[src/rtl/irq_ctrl.sv]
// Interrupt controller: synchronizes raw request lines, keeps edge/level pending
// state, masks it, and holds a one-level in-service lock in front of CP0 HWInt.
module irq_ctrl #(
  parameter int N_SRC = 6
) (
  input  logic             clk,
  input  logic             reset,
  input  logic [N_SRC-1:0] irq_in,
  input  logic             we,
  input  logic [1:0]       addr,
  input  logic [31:0]      wdata,
  output logic [31:0]      rdata,
  input  logic             ack,
  output logic [N_SRC-1:0] hwint
);

  typedef enum logic {IDLE = 1'b0, SERVICE = 1'b1} state_t;

  localparam logic [1:0] A_MASK = 2'd0;
  localparam logic [1:0] A_EDGE = 2'd1;
  localparam logic [1:0] A_PEND = 2'd2;
  localparam logic [1:0] A_EOI  = 2'd3;

  state_t           state, state_n;
  logic [2:0]       isr_id, isr_id_n;
  logic [N_SRC-1:0] s0, s1, s2;
  logic [N_SRC-1:0] mask, edge_mode, pend, pend_n;
  logic [N_SRC-1:0] rise, clr, elig;
  logic             eoi;

  assign rise = s1 & ~s2;
  assign eoi  = we && (addr == A_EOI);

  // Sources below or equal to the one in service are held off until EOI.
  always_comb begin
    elig = '0;
    for (int i = 0; i < N_SRC; i++)
      elig[i] = pend[i] & mask[i] & ((state == IDLE) || (i > int'(isr_id)));
  end

  always_comb begin
    clr = '0;
    if (we && (addr == A_PEND))
      clr = wdata[N_SRC-1:0];
    for (int i = 0; i < N_SRC; i++)
      if ((state == SERVICE) && eoi && (int'(isr_id) == i))
        clr[i] = 1'b1;
  end

  // Level bits mirror the synchronized line; edge bits latch, set beats clear.
  always_comb begin
    pend_n = '0;
    for (int i = 0; i < N_SRC; i++)
      if (edge_mode[i])
        pend_n[i] = (pend[i] & ~clr[i]) | rise[i];
      else
        pend_n[i] = s1[i];
  end

  always_comb begin
    state_n  = state;
    isr_id_n = isr_id;
    case (state)
      IDLE: begin
        if (ack && (elig != '0)) begin
          state_n = SERVICE;
          for (int i = 0; i < N_SRC; i++)
            if (elig[i]) isr_id_n = 3'(i);
        end
      end
      SERVICE: begin
        if (eoi) state_n = IDLE;
      end
      default: state_n = IDLE;
    endcase
  end

  always_ff @(posedge clk) begin
    if (reset) begin
      state     <= IDLE;
      isr_id    <= '0;
      s0        <= '0;
      s1        <= '0;
      s2        <= '0;
      mask      <= '0;
      edge_mode <= '0;
      pend      <= '0;
      hwint     <= '0;
    end else begin
      state  <= state_n;
      isr_id <= isr_id_n;
      s0     <= irq_in;
      s1     <= s0;
      s2     <= s1;
      pend   <= pend_n;
      hwint  <= elig;
      if (we && (addr == A_MASK)) mask      <= wdata[N_SRC-1:0];
      if (we && (addr == A_EDGE)) edge_mode <= wdata[N_SRC-1:0];
    end
  end

  always_comb begin
    rdata = '0;
    case (addr)
      A_MASK: rdata[N_SRC-1:0] = mask;
      A_EDGE: rdata[N_SRC-1:0] = edge_mode;
      A_PEND: rdata[N_SRC-1:0] = pend;
      A_EOI: begin
        rdata[31]          = (state == SERVICE);
        rdata[2:0]         = isr_id;
        rdata[8 +: N_SRC]  = s1;
      end
      default: rdata = '0;
    endcase
  end

endmodule

[config.mk]
export PLATFORM = sky130hd
export DESIGN_NAME = irq_ctrl
export DESIGN_NICKNAME = d
export VERILOG_FILES = /design/src/rtl/irq_ctrl.sv
export SDC_FILE = /design/constraint.sdc
export NUM_CORES = 1
export LEC_CHECK = 0
export ABC_AREA = 0
export BUFFER_PORTS_ARGS = -buffer_cell sky130_fd_sc_hd__buf_2
export CELL_PAD_IN_SITES_DETAIL_PLACEMENT = 1
export CELL_PAD_IN_SITES_GLOBAL_PLACEMENT = 1
export CORE_MARGIN = 2
export CORE_UTILIZATION = 30
export DETAILED_ROUTE_END_ITERATION = 10
export MAX_ROUTING_LAYER = met4
export PLACE_DENSITY_LB_ADDON = 0.1
export SLEW_MARGIN = 10
export SYNTH_ARGS = -nofsm -noshare
export SYNTH_HDL_FRONTEND = slang
export SYNTH_SLANG_ARGS = --single-unit
[constraint.sdc]
create_clock -name clk -period 2.5 [get_ports clk]
set_input_delay 0.5 -clock clk [delete_from_list [all_inputs] [get_ports clk]]
set_output_delay 0.5 -clock clk [all_outputs]
set_load 0.02 [all_outputs]
==> flow_metrics.tcl <==
set metrics [dict create \
    outcome "complete, no violations" \
    post-route-period-util_pct 83.5 \
    hold_class "input pin to flip-flop" \
    yosys-top-cells-area "dfxtp_1 (45%), buf_4 (8.0%), mux2i_1 (7.8%)" \
    setup.worst_path.start_class "input pin" \
    synth.avg_cell_area_um2 9.71 \
    vias_per_cell 4.80 \
    rows 30 \
    place_congestion 0.710 \
    grt_max_degree 20 \
    crit_fanout 17 \
    synthFlopType "dfxtp_1" \
    initial_core_util_pct 30.6 \
    cpMostUsedCell "buf_2" \
    endpoint_kind "output port" \
    fin_tns_setup_ns 0 \
    port_buffers 36 \
    synth-warning-count 0 \
    clkLatencyLatePin_ns 0.30 \
    clk_pin_slew_ns 0.10 \
    cts.repair.resized 0 \
    cp_top_family "multiplexers" \
    finClkSkew_ns 0.00995 \
    cpPeakStageDelay_ns 0.62 \
    dpl.hpwl_um 3450 \
    vias 1569 \
    overflow 0 \
    hold_violations 0 \
    fill_cells 817 \
    drv_slew 0 \
    synth-edff-count 0 \
    synthCells 212 \
    syn_area_um2 2060 \
    leakagePower_nw 1.03 \
    crit_buf_inv 2 \
    finalSetupViolations 0 \
    path_class "input pin to output port" \
    synth-async-reset-ratio_pct 0 \
    clock_path_buffers 2 \
    area_growth_syn_to_layout_pct 12.2 \
    synth.distinct_cells 38 \
    antenna_found_initial 0 \
    fin_crit_ns 2.09 \
    cts_tree "yes" \
    crit_required_ns 2.00 \
    seq_area_frac_synth_pct 44.7 \
    dpl_cell_area_um2 2220 \
    drt_iter0_drc 58 \
    placed_cells 319 \
    clockRootBuffer "clkbuf_8" \
    dieHeight_um 86.8 \
    drive_above_1_share_pct 22.7 \
    finalNetCount 290 \
    drv_cap 0 \
    ys_seq_elements 46 \
    crit_arrival_ns 1.59 \
    drcViolationCount 0 \
    synth.top_cell.area_share_pct 44.7 \
    die_area_um2 7540 \
    timing.fmax_mhz 479 \
    routedWlPerCell_um 14.8 \
    place_ws_ns 0.383 \
    drt-pass1-iter-count 4 \
    path_cells "buf_2 > mux4_1 > buf_2" \
    crit_slowest_cell "mux4_1" \
    relSlewSlack_pct 63.7 \
    cts_buffers 5 \
    postCtsSetupBuffers 0 \
    drtAntennaViolNets 0 \
    clock_tree.htree_level_count 2 \
    grt_pass1_vias 1436 \
    ir_worst_vdd_uv 349 \
    die_w_um 86.8 \
    worstMarginPinSlew_ns 0.542 \
    diodes 0 \
    rsz0062_at_grt "false" \
    postLayoutCellArea_um2 2310 \
    finalWirelength_um 4830 \
    worst_slack_ns 0.413 \
    core_area_um2 6720 \
    grt_use_total_pct 13.6 \
    power_density_nw_per_um2 584 \
    synth_top_area_cell "dfxtp_1" \
    ios 82 \
    stdcell_count 327 \
    grt_pass1_wl_um 7500 \
    cts.sink_count 46 \
    postCtsHoldBufs 0 \
]
-- cells by family after synthesis --
group	count (synthesis)	share of synthesized area [%]
mux	19	11.2
simple gates	88	23.5
buf+inv	32	10.5
flops	46	44.7
compound gates	26	9.79
other cells	1	0.182
-- cell usage in the layout, fill, tap and decap left out, types with 2 or more instances in the layout --
master    Yosys  final
a211oi_1      6      6
a22o_1        6      6
a31o_1        2      2
a32oi_1       2      2
and2_1        2      2
and2_2        3      3
and3_1       10     10
and4_1        2      2
buf_2         4     36
buf_4        22      4
clkbuf_8      0      5
conb_1        1     19
dfxtp_1      46     46
mux2i_1      16     16
mux4_2        2      2
nand2_1      22     22
nand3_1       2      2
nand3b_1      6      6
nor2_1       15     15
nor2b_1      19     19
o21ai_0       4      4
-- Yosys cell counts, drive strengths merged (2+ instances only) --
cell type   n
dfxtp      46
and3       11
a211oi      6
nor2b      19
clkbuf      4
nand3       2
a31o        2
nand3b      6
nand2      22
nor2       15
mux4        3
a22o        6
mux2i      16
buf        27
o21ai       4
and2        5
a32oi       2
and4        2
-- metrics by stage --
stage                     hold WS (ns)  total power, mW  utilization, %
after CTS                        0.396             1.37            34.4
final                            0.399             1.35            34.4
after detailed placement         0.427            0.909            33.1
after global placement           0.415            0.908            33.1
after floorplan                  0.414            0.891               -
after global routing             0.398             1.42            34.4
-- final cells by class --
class / count / area (µm²) / share of cell area [%]
tap: 80 / 100 / 4.33
clock inverter: 2 / 13.8 / 0.596
multi-input combinational: 152 / 988 / 42.8
inverter: 1 / 3.75 / 0.163
timing repair buffer: 40 / 210 / 9.10
clock buffer: 6 / 72.6 / 3.14
sequential: 46 / 921 / 39.9
-- worst register-to-register path, stage by stage (launching register included) --
cell and delay, ns:
dfxtp_1 0.58, nand2_1 0.23, a32oi_1 0.35, a41o_2 0.30, mux2i_1 0.18
-- worst paths after layout --
check	from	endpoint	slack (ns)	cells after the start
max	addr[1]	rdata[0]	0.41	3
min	irq_in[4]	s0[4]	0.40	2
max reg2reg	isr_id[2]	isr_id[0]	0.80	4
min reg2reg	s0[1]	s1[1]	0.44	1
-- routing by layer --
metal | routed length, µm | GRT usage (%) | up-vias
li1 | - | - | 764
met1 | 2380 | 18.2 | 760
met2 | 2240 | 20.5 | 37
met3 | 162 | 2.95 | 8
met4 | 43 | 4.26 | 0
met5 | 0 | - | -
-- where the power goes --
part / internal, mW / switching [mW] / total, mW
Combinational: 0.0431 / 0.0812 / 0.124
Sequential: 0.754 / 0.0123 / 0.766
Clock: 0.198 / 0.260 / 0.458
-- registers in the layout, summed over array words and instances (netlist names) --
signal and cells:
s1 6, pend 6, hwint 6, s2 6, s0 6, edge_mode 6
state 1, isr_id 3, mask 6
(Power assumes the default switching activity.)
